===== config.mk =====
export PLATFORM = sky130hd
export DESIGN_NAME = debounce_sync
export DESIGN_NICKNAME = d
export VERILOG_FILES = /design/src/rtl/debounce_sync.sv
export SDC_FILE = /design/constraint.sdc
export NUM_CORES = 1
export LEC_CHECK = 0
export CELL_PAD_IN_SITES_DETAIL_PLACEMENT = 0
export CELL_PAD_IN_SITES_GLOBAL_PLACEMENT = 1
export CORE_AREA = 2 2 39 41
export DETAILED_ROUTE_END_ITERATION = 10
export DIE_AREA = 0 0 41 43
export DONT_BUFFER_PORTS = 1
export PLACE_DENSITY_LB_ADDON = 0.1
export SLEW_MARGIN = 40
export SYNTH_ARGS = -nofsm -noshare
export SYNTH_HDL_FRONTEND = slang
export SYNTH_SLANG_ARGS = --single-unit
export TNS_END_PERCENT = 5

===== constraint.sdc =====
create_clock -name clk -period 1.5 [get_ports clk]
set_input_delay 0.45 -clock clk [delete_from_list [all_inputs] [get_ports clk]]
set_output_delay 0.45 -clock clk [all_outputs]
set_load 0.02 [all_outputs]

===== src/rtl/debounce_sync.sv =====
// Debounce conditioner: multi-stage synchronizer feeding a four-state
// stability FSM that produces a registered level plus rise/fall strobes.
module debounce_sync #(
  parameter int unsigned SYNC_STAGES   = 2,
  parameter int unsigned STABLE_CYCLES = 8,
  parameter int unsigned CNT_W         = 4
) (
  input  logic clk,
  input  logic rst,
  input  logic din,
  output logic dout,
  output logic rise_pulse,
  output logic fall_pulse,
  output logic busy
);

  typedef enum logic [1:0] {
    ST_LOW       = 2'd0,
    ST_WAIT_HIGH = 2'd1,
    ST_HIGH      = 2'd2,
    ST_WAIT_LOW  = 2'd3
  } state_t;

  localparam logic [CNT_W-1:0] LP_LAST = CNT_W'(STABLE_CYCLES - 1);

  logic [SYNC_STAGES-1:0] r_sync;
  logic                   w_s;

  state_t                 r_state;
  state_t                 w_state_nxt;
  logic [CNT_W-1:0]       r_cnt;
  logic [CNT_W-1:0]       w_cnt_nxt;
  logic                   w_rise;
  logic                   w_fall;

  logic                   r_dout;
  logic                   r_rise;
  logic                   r_fall;
  logic                   r_busy;

  always_ff @(posedge clk) begin
    if (rst) begin
      r_sync <= '0;
    end else begin
      r_sync <= {r_sync[SYNC_STAGES-2:0], din};
    end
  end

  assign w_s = r_sync[SYNC_STAGES-1];

  always_comb begin
    w_state_nxt = r_state;
    w_cnt_nxt   = r_cnt;
    w_rise      = 1'b0;
    w_fall      = 1'b0;
    case (r_state)
      ST_LOW: begin
        if (w_s) begin
          w_state_nxt = ST_WAIT_HIGH;
          w_cnt_nxt   = CNT_W'(1);
        end else begin
          w_cnt_nxt   = '0;
        end
      end
      ST_WAIT_HIGH: begin
        if (!w_s) begin
          w_state_nxt = ST_LOW;
          w_cnt_nxt   = '0;
        end else if (r_cnt == LP_LAST) begin
          w_state_nxt = ST_HIGH;
          w_cnt_nxt   = '0;
          w_rise      = 1'b1;
        end else begin
          w_cnt_nxt   = r_cnt + CNT_W'(1);
        end
      end
      ST_HIGH: begin
        if (!w_s) begin
          w_state_nxt = ST_WAIT_LOW;
          w_cnt_nxt   = CNT_W'(1);
        end else begin
          w_cnt_nxt   = '0;
        end
      end
      ST_WAIT_LOW: begin
        if (w_s) begin
          w_state_nxt = ST_HIGH;
          w_cnt_nxt   = '0;
        end else if (r_cnt == LP_LAST) begin
          w_state_nxt = ST_LOW;
          w_cnt_nxt   = '0;
          w_fall      = 1'b1;
        end else begin
          w_cnt_nxt   = r_cnt + CNT_W'(1);
        end
      end
      default: begin
        w_state_nxt = ST_LOW;
        w_cnt_nxt   = '0;
      end
    endcase
  end

  // Outputs are registered from the next-state decode so they change in the
  // same cycle as the state register and stay glitch-free downstream.
  always_ff @(posedge clk) begin
    if (rst) begin
      r_state <= ST_LOW;
      r_cnt   <= '0;
      r_dout  <= 1'b0;
      r_rise  <= 1'b0;
      r_fall  <= 1'b0;
      r_busy  <= 1'b0;
    end else begin
      r_state <= w_state_nxt;
      r_cnt   <= w_cnt_nxt;
      r_dout  <= (w_state_nxt == ST_HIGH) || (w_state_nxt == ST_WAIT_LOW);
      r_busy  <= (w_state_nxt == ST_WAIT_HIGH) || (w_state_nxt == ST_WAIT_LOW);
      r_rise  <= w_rise;
      r_fall  <= w_fall;
    end
  end

  assign dout       = r_dout;
  assign rise_pulse = r_rise;
  assign fall_pulse = r_fall;
  assign busy       = r_busy;

endmodule


==> flow_metrics.tcl, run 1 <==
set metrics [dict create \
    grtUsageTotal_pct 8.06 \
    synth_area_um2 383 \
    min_to "r_sync[0]" \
    drtIter0Drc 1 \
    path_class "reg2reg" \
    min_period_ns 1.21 \
    finClkSkew_ns 0.000334 \
    worstHoldStart "rst" \
    vias 239 \
    cts_hold_buf 0 \
    cts_buffers 3 \
    startpoint_type "register" \
    min_path_cells 1 \
    dp.cells 50 \
    die_area_mm2 0.00176 \
    ys_ff_latch 11 \
    die_width_um 41 \
    place_ws_ns 0.291 \
    maxCapViolCount 0 \
    drt-pass1-iter-count 2 \
    reg2reg_depth 4 \
    start_util_pct 27.7 \
    hp-class "in2reg" \
    power_density_mw_per_mm2 1180 \
    yosys_warnings 0 \
    status "finished, final reports clean" \
    dpl.hpwl_um 398 \
    htreeDepth 1 \
    final_nets 43 \
    post_cts_resized 0 \
    worst_slack_ns 0.292 \
    wire_per_inst_um 10.9 \
    cts.sink_count 11 \
    p_leak_nw 0.183 \
    portBuffers 0 \
    grt_pass1_vias 225 \
    syn-num-nets 38 \
    period_share_pct 80.6 \
    layout_commonest_cell "dfxtp_1" \
    fp.dieH_um 43 \
    pin_count 7 \
    drc 0 \
    viasPerCell 4.43 \
    instances_no_fill 54 \
    final_area_um2 429 \
    ys_types 17 \
    antenna_found_initial 0 \
    most-common-layout-cells "11 x dfxtp_1, 3 x and3_1, 3 x clkbuf_4" \
    report.final.slew_viol_count 0 \
    overflow 0 \
    seq_area_frac_synth_pct 57.5 \
    place_area_um2 403 \
    cp_max_fo 4 \
    avgSynthCellArea_um2 11.3 \
    cp_data_required_time_ns 1.66 \
    fmax_ghz 0.828 \
    hold_viol_final 0 \
    clk_latency_ns 0.26 \
    cts_tree "built" \
    rows 14 \
    setup_violations 0 \
    slew_headroom_pct 81.8 \
    r2r_start "r_cnt[0]" \
    synth_cells 34 \
    ant_nets 0 \
    area_delta_synth_final_pct 12.1 \
    wirelength_um 587 \
    worst_pin_slew_ns 0.272 \
    cp-end-kind "register" \
    grt_max_degree 7 \
    synth_top_cell_by_area "dfxtp_1" \
    core_mm2 0.00138 \
    arrival_ns 1.37 \
    cts.reportedPaths.clkPinSlew_ns 0.07 \
    fillers 143 \
    grt_pass1_wl_um 869 \
    ir_worst_vdd_mv 0.456 \
    rsz0062_at_grt "false" \
    reg2reg_slack_ns 0.29 \
    post_cts_buffers 0 \
    diodes 0 \
    cts_buffer_depth 2 \
    rr_endpoint "r_cnt[3]" \
    tns_ns 0 \
    drive_gt1_share_pct 13.2 \
    root_buffer "clkbuf_4" \
    synthTopCellsByArea "dfxtp_1 58%, and3_1 4.9%, and2_1 3.3%, ha_1 3.3%, nand2b_1 3.3%" \
    place_congestion 0.634 \
    synth_top_area_share_pct 57.5 \
]
==> final cells by class <==
type                            count  area (um^2)  share of cell area, %
Multi-Input combinational cell     23          163                   37.9
Sequential cell                    11          220                   51.3
Clock buffer                        4         26.3                   6.12
Tap cell                           16         20.0                   4.66
==> cell usage after synthesis <==
| master | n |
|---|---|
| and3_1 | 3 |
| and2_1 | 2 |
| nand3_2 | 1 |
| nand2_1 | 1 |
| nor2_1 | 2 |
| mux2_1 | 1 |
| nand4b_1 | 1 |
| a21oi_2 | 1 |
| mux2i_1 | 1 |
| xor2_1 | 1 |
| dfxtp_1 | 11 |
| ha_1 | 1 |
| nor2b_1 | 2 |
| nor3_1 | 2 |
| nand2b_1 | 2 |
| a21boi_1 | 1 |
| o21bai_1 | 1 |
==> sequential cells by signal, summed over array words and instances, names as in the netlist <==
signal      count
rise_pulse      1
r_cnt           4
r_sync          2
fall_pulse      1
busy            1
r_state         2
==> logic make-up (layout without fill, tap and decap cells) <==
group,Yosys count,after routing,share of synthesized area [%]
flops,11,11,57.5
fa+ha+maj,1,1,3.27
mux,2,2,5.56
buf+inv,0,4,0
xor+xnor,1,1,2.29
compound gates,3,3,6.21
simple gates,16,16,25.2
==> worst max-delay path, stage by stage, from the launching register on <==
cell and delay (ns):
dfxtp_1 0.37, ha_1 0.24, nor2_1 0.05, mux2_1 0.28
and3_1 0.17
==> worst max path at each step <==
stage	start	to	slack, ns	cells after the start
2_1_floorplan	r_cnt[0]	r_cnt[3]	0.37	4
3_3_place_gp	r_cnt[0]	r_state[1]	0.30	4
3_5_place_dp	r_cnt[0]	r_state[1]	0.29	4
4_1_cts	r_cnt[0]	r_state[1]	0.28	4
5_1_grt	r_cnt[0]	r_state[1]	0.23	4
6_report	r_cnt[0]	r_cnt[3]	0.29	4
==> stage by stage <==
step	utilization [%]	total power, mW	hold slack, ns
6_report	31.0	0.507	0.244
3_5_place_dp	29.1	0.314	0.437
2_1_floorplan	-	0.312	0.414
5_1_grt	31.0	0.532	0.232
3_3_place_gp	29.1	0.313	0.428
4_1_cts	31.0	0.517	0.230
==> routing by layer <==
layer  share of wire, %  global-route usage (%)  vias to the layer above
li1                   -                       -                      124
met1                 48                    9.12                      106
met2                 43                    10.6                        7
met3                6.1                    3.14                        2
met4                2.4                    8.00                        0
met5                  0                       0                        -
==> power by group <==
group	leakage, nW	switching [mW]	internal, mW
sequential	0.0892	0.00358	0.297
combinational	0.0790	0.00272	0.00400
clock	0.0150	0.0977	0.103
Power figures use the tool's default switching activity.
==> inputs of run 2 (changes only) <==
==> constraint.sdc (replaced) <==
create_clock -name clk -period 1 [get_ports clk]
set_input_delay 0.3 -clock clk [delete_from_list [all_inputs] [get_ports clk]]
set_output_delay 0.3 -clock clk [all_outputs]
set_load 0.02 [all_outputs]
==> run 2 against run 1 <==
The flow now finishes with violations (setup timing); die area is the same; global-route usage grew 1.4 points; critical path depth is the same; sequential cell count is the same; final cell count grew 5.6%; non-clock buffer count grew 3; maximum frequency grew 12%; sequential share of layout area shrank 4.7 points; first-iteration DRC count grew 100%; critical path type unchanged; critical endpoint unchanged.
==> flow_metrics.tcl, run 2 (synthesized netlist as in run 1, its figures left out) <==
set metrics [dict create \
    tns_ns -0.331 \
    cp_max_fo 2 \
    maxCapViolCount 0 \
    worst_slack_ns -0.0772 \
    worst_path_max_delay_cell "dfxtp_2" \
    ir_worst_vdd_mv 0.483 \
    fin_total_pwr_mw 0.764 \
    layout_commonest_cell "dfxtp_1" \
    arrival_ns 1.24 \
    status "finished, violations left" \
    cts.sink_count 11 \
    root_buffer "clkbuf_4" \
    grt_pass1_vias 244 \
    worstPathCellList "buf_6, nand3_2, mux2_4, and3_1" \
    area_delta_synth_final_pct 28.4 \
    startpoint_type "register" \
    wire_per_inst_um 11.6 \
    die_area_mm2 0.00176 \
    violations "setup timing" \
    setup_violations 9 \
    core_mm2 0.00138 \
    dpl.hpwl_um 430 \
    diodes 0 \
    reg2reg_slack_ns -0.08 \
    hp-class "in2reg" \
    grt_pass1_wl_mm 1.03 \
    rows 14 \
    cts_tree "built" \
    reg2reg_depth 4 \
    ant_nets 0 \
    cp-end-kind "register" \
    fp.dieH_um 43 \
    rsz0062_at_grt "true" \
    antenna_found_initial 0 \
    fmax_ghz 0.928 \
    most-common-layout-cells "6 x dfxtp_1, 4 x dfxtp_2, 3 x and3_1, 3 x clkbuf_4" \
    largest_register_ffs 4 \
    period_share_pct 108 \
    power_density_mw_per_mm2 1550 \
    cp_data_required_time_ns 1.16 \
    path_class "reg2reg" \
    cts.reportedPaths.clkPinSlew_ns 0.07 \
    grtUsageTotal_pct 9.46 \
    min_period_ns 1.08 \
    cts_buffer_depth 2 \
    cp_slowest_stage_delay_ns 0.36 \
    worst_pin_slew_ns 0.221 \
    drt-pass1-iter-count 2 \
    pin_count 7 \
    start_util_pct 27.7 \
    hold_viol_final 0 \
    report.final.slew_viol_count 0 \
    drtIter0Drc 2 \
    overflow 0 \
    portBuffers 0 \
    largest-register "r_cnt" \
    reg_top3 "r_cnt (4), r_state (2), r_sync (2)" \
    final_nets 46 \
    min_path_cells 1 \
    viasPerCell 4.56 \
    cts_hold_buf 0 \
    cp.depth 4 \
    drc 0 \
    crit_family "flip-flops" \
    wirelength_um 659 \
    slew_headroom_pct 85.2 \
    vias 260 \
    htreeDepth 1 \
    place_congestion 0.655 \
    die_width_um 41 \
    grt_max_degree 7 \
    finClkSkew_ns 0.00193 \
    clk_latency_ns 0.27 \
    drive_gt1_share_pct 36.6 \
    cts_buffers 3 \
    cp_num_buf_inv 1 \
    p_leak_nw 0.204 \
]
run 2: timing repair:
action | 4_1_cts | 5_1_grt
gates resized for setup | 5 | 2
setup buffers | 1 | 0
pin swaps | 2 | 0
setup endpoints to repair | 10 | 12
run 2: per-stage QoR:
step / util (%) / cell area [um^2] / std cells / hold WS (ns) / setup WS [ns]
2_1_floorplan: - / 402 / 34 / 0.372 / -0.0126
3_3_place_gp: 31.6 / 437 / 52 / 0.374 / -0.0525
3_5_place_dp: 31.6 / 437 / 52 / 0.375 / -0.0744
6_report: 35.5 / 492 / 57 / 0.0863 / -0.0772
5_1_grt: 35.5 / 492 / 57 / 0.0738 / -0.130
4_1_cts: 34.9 / 483 / 57 / 0.0804 / -0.0818
run 2: final timing paths:
check                               start          to
worst min-delay path                  rst  r_state[1]
worst max-delay path             r_cnt[1]    r_cnt[3]
worst min register to register  r_sync[0]   r_sync[1]
worst max register to register   r_cnt[1]    r_cnt[3]
run 2: metal layers:
layer	routed length [um]	GRT usage (%)	vias up
li1	-	-	131
met1	307	11.0	120
met2	309	12.2	7
met3	32	3.14	2
met4	10	10.0	0
met5	0	0	-
run 2: area by class of cell:
type / instances / area (um^2)
well taps: 16 / 20.0
fillers: 139 / 892
repair buffers: 3 / 30.0
flip-flops and latches: 11 / 229
multi-input cells: 23 / 186
clock buffers: 4 / 26.3
run 2: power by group:
group	internal (mW)	leakage, nW	switching [mW]
logic	0.00681	0.0973	0.00486
clock network	0.155	0.0150	0.148
registers	0.443	0.0920	0.00615
==> inputs of run 3 (changes only) <==
--- a/config.mk
+++ b/config.mk
@@ -11,7 +11,7 @@
 export DETAILED_ROUTE_END_ITERATION = 10
 export DIE_AREA = 0 0 41 43
 export DONT_BUFFER_PORTS = 1
-export PLACE_DENSITY_LB_ADDON = 0.1
+export PLACE_DENSITY = 0.6
 export SLEW_MARGIN = 40
 export SYNTH_ARGS = -nofsm -noshare
 export SYNTH_HDL_FRONTEND = slang
==> constraint.sdc (replaced) <==
create_clock -name clk -period 1.3 [get_ports clk]
set_input_delay 0.39 -clock clk [delete_from_list [all_inputs] [get_ports clk]]
set_output_delay 0.39 -clock clk [all_outputs]
set_load 0.02 [all_outputs]
==> run 3 against run 2 <==
The flow now finishes without violations; sequential power fell by 23%; worst hold slack better by 0.11 ns; largest cell class unchanged; power decreased by 24%; worst setup slack better by 0.16 ns.
==> flow_metrics.tcl, run 3 (synthesized netlist as in run 1, its figures left out) <==
set metrics [dict create \
    status "finished, final reports clean" \
    grt_pass1_wl_mm 1.08 \
    dp.cells 51 \
    reg_top3 "r_cnt (4), r_state (2), r_sync (2)" \
    fin_total_pwr_mw 0.580 \
    fmax_ghz 0.821 \
    finClkSkew_ns 0.00636 \
    min_period_ns 1.22 \
    cp_max_fo 4 \
    diodes 0 \
    fin_util_pct 31.7 \
    tns_ns 0 \
    most-common-layout-cells "11 x dfxtp_1, 3 x and3_1, 3 x clkbuf_4" \
    drc 0 \
    multiInputGateArea_um2 165 \
    wirelength_um 615 \
    fillers 146 \
    path_class "reg2reg" \
    root_buffer "clkbuf_4" \
    antenna_found_initial 0 \
    worst_path_max_delay_cell "dfxtp_1" \
    startpoint_type "register" \
    grt_max_degree 7 \
    report.final.slew_viol_count 0 \
    area_delta_synth_final_pct 14.7 \
    largest_register_ffs 4 \
    cp-end-kind "register" \
    cp_data_required_time_ns 1.46 \
    ant_nets 0 \
    cts.sink_count 11 \
    hold_ws_ns 0.193 \
    register_area_um2 220 \
    start_util_pct 27.7 \
    period_share_pct 93.7 \
    fp.dieH_um 43 \
    clk_latency_ns 0.26 \
    power_density_mw_per_mm2 1320 \
    core_mm2 0.00138 \
    cp_slowest_stage_delay_ns 0.38 \
    instances_no_fill 55 \
    cts.reportedPaths.clkPinSlew_ns 0.07 \
    portBuffers 0 \
    place_ws_ns 0.0696 \
    drive_gt1_share_pct 17.9 \
    worstPathCellList "ha_2, nor2_1, mux2_1, and3_1" \
    cts_buffer_depth 2 \
    overflow 0 \
    pin_count 7 \
    die_area_mm2 0.00176 \
    slew_headroom_pct 85.9 \
    worst_pin_slew_ns 0.210 \
    htreeDepth 1 \
    final_area_um2 439 \
    grtUsageTotal_pct 10.3 \
    ir_worst_vdd_mv 0.597 \
    hp-class "in2reg" \
    maxCapViolCount 0 \
    drtIter0Drc 2 \
    cts_tree "built" \
    p_leak_nw 0.186 \
    vias 255 \
    die_width_um 41 \
    drt-pass1-iter-count 2 \
    grt_pass1_vias 266 \
    layout_commonest_cell "dfxtp_1" \
    place_area_um2 410 \
    dpl.hpwl_um 435 \
    worst_slack_ns 0.0823 \
    largest-register "r_cnt" \
    cts_buffers 3 \
    rsz0062_at_grt "false" \
    final_nets 44 \
    hold_viol_final 0 \
    viasPerCell 4.64 \
    wire_per_inst_um 11.2 \
    arrival_ns 1.38 \
    rows 14 \
    place_congestion 0.632 \
    setup_violations 0 \
]
## run 3: cell type report
type,instances,area share [%]
well taps,16,4.56
repair buffers,1,1.71
clock buffers,4,5.98
flip-flops and latches,11,50.1
multi-input cells,23,37.6
## run 3: repair_timing
action                     CTS  global route
setup buffers                0             0
setup endpoints to repair    0             1
resized for setup            0             1
hold buffers                 0             0
## run 3: path summary, 6_finish.rpt
path	from	to	slack, ns	cells past startpoint
max reg2reg	r_cnt[0]	r_cnt[3]	0.08	4
max	r_cnt[0]	r_cnt[3]	0.08	4
min reg2reg	r_sync[0]	r_sync[1]	0.45	1
min	rst	r_sync[0]	0.19	1
## run 3: where the power goes
group          internal [mW]  switching [mW]  leakage (nW)
Sequential             0.342         0.00408        0.0892
Combinational        0.00465         0.00311        0.0814
Clock                  0.119           0.108        0.0150
Total                  0.465           0.115         0.186
## run 3: worst max-delay path, delay by kind of cell (launching register included)
| family | cells | cell delay (ns) |
|---|---|---|
| flip-flops | 1 | 0.38 |
| adder cells (fa/ha/maj) | 1 | 0.24 |
| AND/OR/NAND/NOR | 2 | 0.22 |
| multiplexers | 1 | 0.27 |
## run 3: per-layer routing
layer / up-vias / routed length, um / GRT usage, %
li1: 130 / - / -
met1: 121 / 234 / 8.12
met2: 4 / 345 / 15.3
met3: 0 / 36 / 8.38
met4: 0 / 0 / 8.00
met5: - / 0 / 0
